[src/rtl/lod_normalizer_pipe_if.sv]
// Handshake and payload bundle for the leading-bit detector/normaliser.
// The master side produces items and consumes results; the slave side is the pipeline.
interface lod_normalizer_pipe_if #(
  parameter int WIDTH = 32,
  parameter int TAG_W = 4
);
  localparam int PW = $clog2(WIDTH);

  logic             in_valid;
  logic             in_ready;
  logic [WIDTH-1:0] in_value;
  logic [1:0]       in_mode;
  logic [TAG_W-1:0] in_tag;

  logic             out_valid;
  logic             out_ready;
  logic             out_found;
  logic [PW-1:0]    out_position;
  logic [PW-1:0]    out_shift;
  logic [WIDTH-1:0] out_normalized;
  logic [TAG_W-1:0] out_tag;

  modport master (
    output in_valid, in_value, in_mode, in_tag, out_ready,
    input  in_ready, out_valid, out_found, out_position, out_shift, out_normalized, out_tag
  );

  modport slave (
    input  in_valid, in_value, in_mode, in_tag, out_ready,
    output in_ready, out_valid, out_found, out_position, out_shift, out_normalized, out_tag
  );
endinterface

[src/rtl/lod_normalizer_pipe.sv]
// Leading-one / trailing-one / leading-sign detector with normalising shift, PIPE_STAGES cycles latency.
// Valid/ready skid-free pipeline: a stage loads when any stage from it to the output is empty or the output retires.
module lod_normalizer_pipe #(
  parameter int WIDTH       = 32,
  parameter int PIPE_STAGES = 2,
  parameter int TAG_W       = 4
) (
  input logic                clk,
  input logic                rst,
  lod_normalizer_pipe_if.slave bus
);
  localparam int PW = $clog2(WIDTH);

  if (PIPE_STAGES < 1 || PIPE_STAGES > 4) begin : g_bad_stages
    $error("lod_normalizer_pipe: PIPE_STAGES must be 1..4");
  end
  if (WIDTH < 4) begin : g_bad_width
    $error("lod_normalizer_pipe: WIDTH must be >= 4");
  end

  typedef struct packed {
    logic             found;
    logic [PW-1:0]    pos;
    logic [PW-1:0]    shift;
    logic [WIDTH-1:0] norm;
    logic [TAG_W-1:0] tag;
  } res_t;

  // Full detect-and-shift result for one item; mode 11 falls through to the leading-one path.
  function automatic res_t detect(input logic [WIDTH-1:0] v, input logic [1:0] m,
                                  input logic [TAG_W-1:0] tg);
    res_t             r;
    logic [WIDTH-1:0] t;
    r      = '0;
    r.tag  = tg;
    r.norm = v;
    t      = v;
    if (m == 2'b10) begin
      t            = v ^ {WIDTH{v[WIDTH-1]}};
      t[WIDTH-1]   = 1'b0;
    end
    r.found = |t;
    if (m == 2'b01) begin
      for (int i = WIDTH - 1; i >= 0; i--) begin
        if (t[i]) r.pos = PW'(i);
      end
      r.shift = r.pos;
      if (r.found) r.norm = v >> r.shift;
    end else begin
      for (int i = 0; i < WIDTH; i++) begin
        if (t[i]) r.pos = PW'(i);
      end
      if (r.found) begin
        r.shift = (m == 2'b10) ? (PW'(WIDTH - 2) - r.pos) : (PW'(WIDTH - 1) - r.pos);
        r.norm  = v << r.shift;
      end
    end
    return r;
  endfunction

  res_t                   in_res;
  res_t                   st_dat  [PIPE_STAGES];
  res_t                   prv_dat [PIPE_STAGES];
  logic [PIPE_STAGES-1:0] st_vld;
  logic [PIPE_STAGES-1:0] prv_vld;
  logic [PIPE_STAGES-1:0] can_load;

  assign in_res = detect(bus.in_value, bus.in_mode, bus.in_tag);

  always_comb begin
    prv_vld    = '0;
    prv_vld[0] = bus.in_valid;
    prv_dat[0] = in_res;
    for (int k = 1; k < PIPE_STAGES; k++) begin
      prv_vld[k] = st_vld[k-1];
      prv_dat[k] = st_dat[k-1];
    end
  end

  // Written in closed form (any hole downstream, or a retire) to keep the ready chain acyclic.
  always_comb begin
    logic all_full;
    all_full = 1'b1;
    can_load = '0;
    for (int k = 0; k < PIPE_STAGES; k++) begin
      all_full = 1'b1;
      for (int j = k; j < PIPE_STAGES; j++) begin
        all_full = all_full & st_vld[j];
      end
      can_load[k] = bus.out_ready | ~all_full;
    end
  end

  always_ff @(posedge clk) begin
    if (rst) begin
      st_vld <= '0;
      for (int k = 0; k < PIPE_STAGES; k++) begin
        st_dat[k] <= '0;
      end
    end else begin
      for (int k = 0; k < PIPE_STAGES; k++) begin
        if (can_load[k]) begin
          st_vld[k] <= prv_vld[k];
          if (prv_vld[k]) st_dat[k] <= prv_dat[k];
        end
      end
    end
  end

  assign bus.in_ready       = can_load[0];
  assign bus.out_valid      = st_vld[PIPE_STAGES-1];
  assign bus.out_found      = st_dat[PIPE_STAGES-1].found;
  assign bus.out_position   = st_dat[PIPE_STAGES-1].pos;
  assign bus.out_shift      = st_dat[PIPE_STAGES-1].shift;
  assign bus.out_normalized = st_dat[PIPE_STAGES-1].norm;
  assign bus.out_tag        = st_dat[PIPE_STAGES-1].tag;
endmodule

[src/flat_wrapper.sv]
// flat-port wrapper written by rule: the top's interface ports become plain ports
module lod_normalizer_pipe_flat 
#(
  parameter int WIDTH       = 32,
  parameter int PIPE_STAGES = 2,
  parameter int TAG_W       = 4
)
  (clk, rst, bus_in_valid, bus_in_value, bus_in_mode, bus_in_tag, bus_out_ready, bus_in_ready, bus_out_valid, bus_out_found, bus_out_position, bus_out_shift, bus_out_normalized, bus_out_tag);
  lod_normalizer_pipe_if #(.WIDTH(WIDTH), .TAG_W(TAG_W)) bus_i ();
  input logic clk;
  input logic rst;
  input wire logic [$bits(bus_i.in_valid)-1:0] bus_in_valid;
  input wire logic [$bits(bus_i.in_value)-1:0] bus_in_value;
  input wire logic [$bits(bus_i.in_mode)-1:0] bus_in_mode;
  input wire logic [$bits(bus_i.in_tag)-1:0] bus_in_tag;
  input wire logic [$bits(bus_i.out_ready)-1:0] bus_out_ready;
  output wire logic [$bits(bus_i.in_ready)-1:0] bus_in_ready;
  output wire logic [$bits(bus_i.out_valid)-1:0] bus_out_valid;
  output wire logic [$bits(bus_i.out_found)-1:0] bus_out_found;
  output wire logic [$bits(bus_i.out_position)-1:0] bus_out_position;
  output wire logic [$bits(bus_i.out_shift)-1:0] bus_out_shift;
  output wire logic [$bits(bus_i.out_normalized)-1:0] bus_out_normalized;
  output wire logic [$bits(bus_i.out_tag)-1:0] bus_out_tag;
  assign bus_i.in_valid = bus_in_valid;
  assign bus_i.in_value = bus_in_value;
  assign bus_i.in_mode = bus_in_mode;
  assign bus_i.in_tag = bus_in_tag;
  assign bus_i.out_ready = bus_out_ready;
  assign bus_in_ready = bus_i.in_ready;
  assign bus_out_valid = bus_i.out_valid;
  assign bus_out_found = bus_i.out_found;
  assign bus_out_position = bus_i.out_position;
  assign bus_out_shift = bus_i.out_shift;
  assign bus_out_normalized = bus_i.out_normalized;
  assign bus_out_tag = bus_i.out_tag;
  lod_normalizer_pipe #(.WIDTH(WIDTH), .PIPE_STAGES(PIPE_STAGES), .TAG_W(TAG_W)) u_core (.clk(clk), .rst(rst), .bus(bus_i));
endmodule
[config.mk]
export PLATFORM = sky130hd
export DESIGN_NAME = lod_normalizer_pipe_flat
export DESIGN_NICKNAME = d
export VERILOG_FILES = /design/src/rtl/lod_normalizer_pipe_if.sv /design/src/rtl/lod_normalizer_pipe.sv /design/src/flat_wrapper.sv
export SDC_FILE = /design/constraint.sdc
export NUM_CORES = 1
export LEC_CHECK = 0
export ABC_AREA = 1
export CORE_MARGIN = 2
export CORE_UTILIZATION = 56
export CTS_CLUSTER_DIAMETER = 80
export CTS_CLUSTER_SIZE = 10
export DETAILED_ROUTE_END_ITERATION = 10
export PLACE_DENSITY = 0.87
export SLEW_MARGIN = 5
export SYNTH_ARGS = -nofsm -noshare
export SYNTH_HDL_FRONTEND = slang
export SYNTH_SLANG_ARGS = --single-unit
[constraint.sdc]
create_clock -name clk -period 8.4 [get_ports clk]
set_clock_uncertainty 0.05 [all_clocks]
set_input_delay 2.1 -clock clk [delete_from_list [all_inputs] [get_ports clk]]
set_output_delay 2.1 -clock clk [all_outputs]
set_load 0.01 [all_outputs]
==> results of run 1 <==
[state kept, by name, indices dropped and copies added (netlist names)]
| signal | flops |
|---|---|
| u_core.st_dat | 94 |
| u_core.st_vld | 2 |
[worst max path at each step]
| stage | depth (start not counted) | to | slack [ns] |
|---|---|---|---|
| 2_1_floorplan | 42 | u_core.st_dat[0][8] | 3.19 |
| 5_1_grt | 41 | u_core.st_dat[0][33] | 0.75 |
| 4_1_cts | 39 | u_core.st_dat[0][31] | 1.47 |
| 3_5_place_dp | 39 | u_core.st_dat[0][31] | 1.14 |
| 3_3_place_gp | 39 | u_core.st_dat[0][31] | 1.26 |
| 6_report | 41 | u_core.st_dat[0][33] | 1.38 |
[power by group]
group | internal (mW) | leakage [nW] | total, mW | switching [mW]
Sequential | 0.583 | 1.01 | 0.597 | 0.0140
Combinational | 0.195 | 3.34 | 0.594 | 0.398
Clock | 0.258 | 0.146 | 0.414 | 0.156
[placed cells by master (no fill, tap or decap), types with 2 or more instances in the layout]
| master | instances |
|---|---|
| nand3_1 | 412 |
| nand2_1 | 325 |
| inv_1 | 150 |
| nor2_1 | 107 |
| edfxtp_1 | 94 |
| clkdlybuf4s50_1 | 90 |
| a21oi_1 | 41 |
| xor2_1 | 25 |
| o21ai_0 | 13 |
| nand2_2 | 9 |
| inv_2 | 9 |
| clkbuf_16 | 9 |
| buf_4 | 9 |
| nor3_1 | 7 |
| a21oi_2 | 7 |
| nand4_1 | 5 |
| nand2_4 | 4 |
| a31oi_1 | 4 |
| o211ai_1 | 3 |
| nand3_4 | 3 |
| nor2_2 | 3 |
| o21ai_1 | 3 |
| and3_1 | 2 |
| xor2_2 | 2 |
| nor4_1 | 2 |
| clkinv_1 | 2 |
| inv_4 | 2 |
| and2_1 | 2 |
| bufinv_16 | 2 |
| clkbuf_1 | 2 |
| dfxtp_1 | 2 |
[layer usage]
metal  up-vias  wire length [um]  track usage
li1       4450                 -            -
met4         0              1520        0.169
met5         -                 0            0
met3        90              3010       0.0680
met1      4156             10700        0.449
met2       581             12500        0.540
[cell type report]
cell class,instances,area [um2]
clock inverter,3,68.8
tap,188,235
clock buffer,11,233
timing repair buffer,99,968
sequential,96,2860
fill,1413,5440
inverter,163,617
multi-input combinational,987,4720
[cells by family (layout without fill, tap and decap cells)]
group	Yosys count	in the layout	synth area share
AO/OA/AOI/OAI	73	73	0.0470
XOR/XNOR	29	29	0.0342
buffers and inverters	235	276	0.123
flip-flops	96	96	0.331
AND/OR/NAND/NOR	885	885	0.464
[worst reg2reg max path, cell delays in order, from the launching register on]
cell and delay (ns):
dfxtp_1 0.32, nand2_1 0.10, nor2_1 0.14, inv_1 0.07, nand3_1 0.10, nand2_1 0.14, inv_2 0.22, buf_4 0.60
nor4_1 0.19
[through the flow]
stage	cell area [um2]	power, mW	hold WS (ns)	utilization	std cells
2_1_floorplan	8640	1.01	0.408	-	1318
3_3_place_gp	9410	1.18	0.425	0.621	1533
3_5_place_dp	9410	1.18	0.436	0.621	1533
4_1_cts	9710	1.60	0.444	0.641	1547
5_1_grt	9710	1.69	0.478	0.641	1547
6_report	9710	1.61	0.442	0.641	1547
==> flow_summary.yaml, run 1 <==
final_layout:
  diodes: 0
  syn2layout_area_growth_pct: 12.3
  drive_above_1_share: 0.0493
  num-nets-final: 1398
detailed_routing:
  drt_iter0_markers: 1276
  vias: 9277
  ant_nets: 0
  drc: 0
  vias_per_cell: 6.00
  wire_per_inst_um: 18.0
  routed_wl_um: 27800
  firstDrtPassIters: 6
min_path:
  hold_class: "flip-flop to flip-flop"
  holdPathEnd: "u_core.st_vld[1]"
  hold_depth: 2
  hold_start: "u_core.st_vld[0]"
worst_setup_path:
  crit_family: "simple AND/OR/NAND/NOR gates"
  r2r_cells: 8
  rrSetupSlack_ns: 6.19
  crit_fanout: 35
  crit_start: "bus_in_value[31]"
  critPathMaxStageDelay_ns: 0.71
  cp.required_ns: 8.49
  end_kind: "flip-flop"
  criticalPathCategory: "input pin to flip-flop"
  worst_path_max_delay_cell: "clkdlybuf4s50_1"
  crit_arrival_ns: 7.11
  cpMostUsedCell: "nand2_1"
  r2r-start: "u_core.st_vld[1]"
  worst-path-buf-inv: 2
  startpoint_type: "input pin"
  rr_endpoint: "u_core.st_dat[0][40]"
run:
  maxCapViolCount: 0
power_and_ir_drop:
  power_density_mw_per_mm2: 165
  ir_drop_v: 0.000101
  p_leak_nw: 4.50
clocking:
  holdBufCountCts: 0
  cts.sinks: 96
  cts_tree: "built"
  clock_tree.root_cell: "clkbuf_16"
  cts_resized: 0
  cts_setup_buffers: 0
  cts_buffers: 9
  cts_buffer_depth: 2
  clk_pin_slew_worst_paths_ns: 0.06
  clk_latency_ns: 0.33
  htree_num_levels: 3
timing:
  fin_crit_ns: 7.02
  slew_headroom: 0.250
  max_freq_mhz: 142
  maxSlewViolCount: 0
  grt_setup_unrepaired: "false"
  fin_ws_ns: 1.38
  period_share: 0.836
  setup_viol: 0
  worstMarginPinSlew_ns: 1.12
  setup_tns_ns: 0
  finalHoldViolCount: 0
logic_synthesis:
  synth_edf_count: 94
  synth_common_cells: "412 x nand3_1, 327 x nand2_1, 150 x inv_1"
  synth_fp_nets: 1360
  synth_top_area_cell: "edfxtp_1"
  synth_cell_type_count: 41
  ys_async_sr_fraction: 0
  synth-main-ff-cell: "edfxtp_1"
  ys_seq_area_frac: 0.331
  avgSynthCellArea_um2: 6.56
  synth.area.top_cells: "edfxtp_1 33%, nand3_1 24%, nand2_1 14%, inv_1 6.5%, nor2_1 4.6%"
  synth-seq-cells: 96
  synth.most_common_cell: "nand3_1"
  synth.cell_area_mm2: 0.00864
  synth_top_area_share: 0.327
  synth_cells: 1318
  ys_warn_count: 0
floorplan:
  placementRows: 45
  die_h_um: 128
  fp.dieW_um: 128
  start_util: 0.571
  coreArea_mm2: 0.0151
  die-area_mm2: 0.0164
  boundaryPins: 91
global_route:
  grt_pass1_wl_um: 43600
  grt_usage: 0.342
  grt_pass1_vias: 8283
  overflow: 0
  grt_start_max_net_pins: 69
  antenna_found_initial: 0
placement:
  gp_congestion: 1.03
  io_buffers: 90
  dpl.hpwl_um: 20500
  place_ws_ns: 1.14
status:
  status: "finished clean"
No activity file was read; power rests on OpenSTA's default activity.
==> run 2, diff against run 1 <==
==> constraint.sdc (replaced) <==
create_clock -name clk -period 7.1 [get_ports clk]
set_clock_uncertainty 0.05 [all_clocks]
set_input_delay 1.775 -clock clk [delete_from_list [all_inputs] [get_ports clk]]
set_output_delay 1.775 -clock clk [all_outputs]
set_load 0.01 [all_outputs]
==> run 2 against run 1 <==
Against the previous run: largest power group is now combinational cells; flip-flop and latch count unchanged; clock power up 5.3%; sequential power up 19%; count of clock-buffer cells in the layout up 1.
==> flow_summary.yaml, run 2 (synthesis results as in run 1) <==
status:
  status: "finished clean"
global_route:
  grtUsageMet1: 0.481
  antenna_found_initial: 1
  grt_pass1_vias: 8619
  grt_start_max_net_pins: 79
  overflow: 0
  grt_usage: 0.369
  grt_util_met3: 0.0593
  use_met2: 0.608
  grt_pass1_wl_um: 46500
  grt_busiest_layer: "met2"
power_and_ir_drop:
  clockPowerShare: 0.233
  power.switching_mw: 0.702
  power_density_mw_per_mm2: 191
  power_mw: 1.87
  p_leak_nw: 4.54
  ir_drop_v: 0.000156
  switching_share: 0.376
  power_frac_seq: 0.379
  combPwrFrac: 0.387
  p_int_mw: 1.17
timing:
  worstMarginPinSlew_ns: 1.11
  maxSlewViolCount: 0
  max_freq_mhz: 158
  fin_crit_ns: 6.32
  period_share: 0.890
  slew_headroom: 0.255
  finalHoldViolCount: 0
  grt_setup_unrepaired: "false"
  setup_viol: 0
  setup_tns_ns: 0
final_layout:
  num-nets-final: 1413
  syn2layout_area_growth_pct: 13.2
  mostFrequentLayoutCells: "412 x nand3_1, 325 x nand2_1, 150 x inv_1"
  drive_above_1_share: 0.0603
  largest_reg_flops: 94
  top_register: "u_core.st_dat"
  layout_commonest_cell: "nand3_1"
  top_regs: "u_core.st_dat x94, u_core.st_vld x2"
  diodes: 0
detailed_routing:
  vias_per_cell: 6.04
  firstDrtPassIters: 7
  ant_nets: 0
  vias: 9449
  drc: 0
  drt_iter0_markers: 1252
  wire_per_inst_um: 19.1
  routed_wl_um: 29900
worst_setup_path:
  rrSetupSlack_ns: 5.00
  criticalPathCategory: "input pin to flip-flop"
  worst_path_max_delay_cell: "clkdlybuf4s50_1"
  r2r_cells: 8
  critPathMaxStageDelay_ns: 0.73
  startpoint_type: "input pin"
  end_kind: "flip-flop"
  cpMostUsedCell: "nand2_1"
  cp.required_ns: 7.21
  rr_endpoint: "u_core.st_dat[0][40]"
  crit_arrival_ns: 6.43
  r2r-start: "u_core.st_vld[1]"
  crit_fanout: 34
run:
  maxCapViolCount: 0
min_path:
  hold_depth: 2
  holdPathEnd: "u_core.st_vld[1]"
  hold_class: "flip-flop to flip-flop"
  hold_start: "u_core.st_vld[0]"
floorplan:
  fp.dieW_um: 128
  die_h_um: 128
  die-area_mm2: 0.0164
  placementRows: 45
  coreArea_mm2: 0.0151
  start_util: 0.571
  boundaryPins: 91
placement:
  io_buffers: 90
  dpl.hpwl_um: 22200
  gp_congestion: 1.03
clocking:
  cts_buffer_depth: 2
  holdBufCountCts: 0
  cts_buffers: 9
  cts_tree: "built"
  htree_num_levels: 3
  cts_resized: 0
  cts.sinks: 96
  clock_tree.root_cell: "clkbuf_16"
  clk_latency_ns: 0.34
  cts_setup_buffers: 0
  clk_pin_slew_worst_paths_ns: 0.06
run 2: stage by stage:
stage                     instances  setup WS, ns  utilization  hold slack, ns  area, um2
after floorplan                1318          2.22            -           0.408       8640
after global placement         1548         0.654        0.629           0.422       9520
after detailed placement       1548         0.601        0.629           0.434       9520
after CTS                      1564         0.877        0.646           0.443       9780
after global routing           1564         0.184        0.646           0.471       9780
final                          1564         0.779        0.646           0.444       9780
run 2: layer usage:
metal | vias up | wire [um]
met5 | - | 13
met4 | 2 | 1380
met3 | 89 | 2930
met2 | 571 | 14000
met1 | 4314 | 11600
li1 | 4473 | -
run 2: final cells by class:
| class | count | area, um2 |
|---|---|---|
| Clock buffer | 12 | 236 |
| Clock inverter | 4 | 28.8 |
| Fill cell | 1379 | 5360 |
| Inverter | 163 | 617 |
| Multi-Input combinational cell | 987 | 4720 |
| Sequential cell | 96 | 2860 |
| Tap cell | 188 | 235 |
| Timing Repair Buffer | 114 | 1080 |
run 2: how the worst max path moves through the flow:
stage	from	to	slack, ns	cells past startpoint
after floorplan	bus_in_mode[0]	u_core.st_dat[0][8]	2.22	42
after global placement	bus_in_value[31]	u_core.st_dat[0][22]	0.65	44
after detailed placement	bus_in_value[31]	u_core.st_dat[0][19]	0.60	41
after CTS	bus_in_value[31]	u_core.st_dat[0][35]	0.88	41
after global routing	bus_in_value[31]	u_core.st_dat[0][35]	0.18	41
final	bus_in_value[31]	u_core.st_dat[0][35]	0.78	41
run 2: power groups by stage:
stage                     clock (mW)  sequential (mW)  combinational (mW)
after floorplan                    0            0.728               0.471
after global placement             0            0.715               0.697
after detailed placement           0            0.719               0.702
after CTS                      0.435            0.709               0.708
after global routing           0.457            0.713               0.796
final                          0.436            0.709               0.724
run 2: critical path: cells and delay by family:
kind | cells | cell delay, ns
AOI/OAI and AO/OA | 1 | 0.21
xor gates and xnor gates | 1 | 0.38
buffers and inverters | 2 | 1.04
and+or+nand+nor | 37 | 3.00
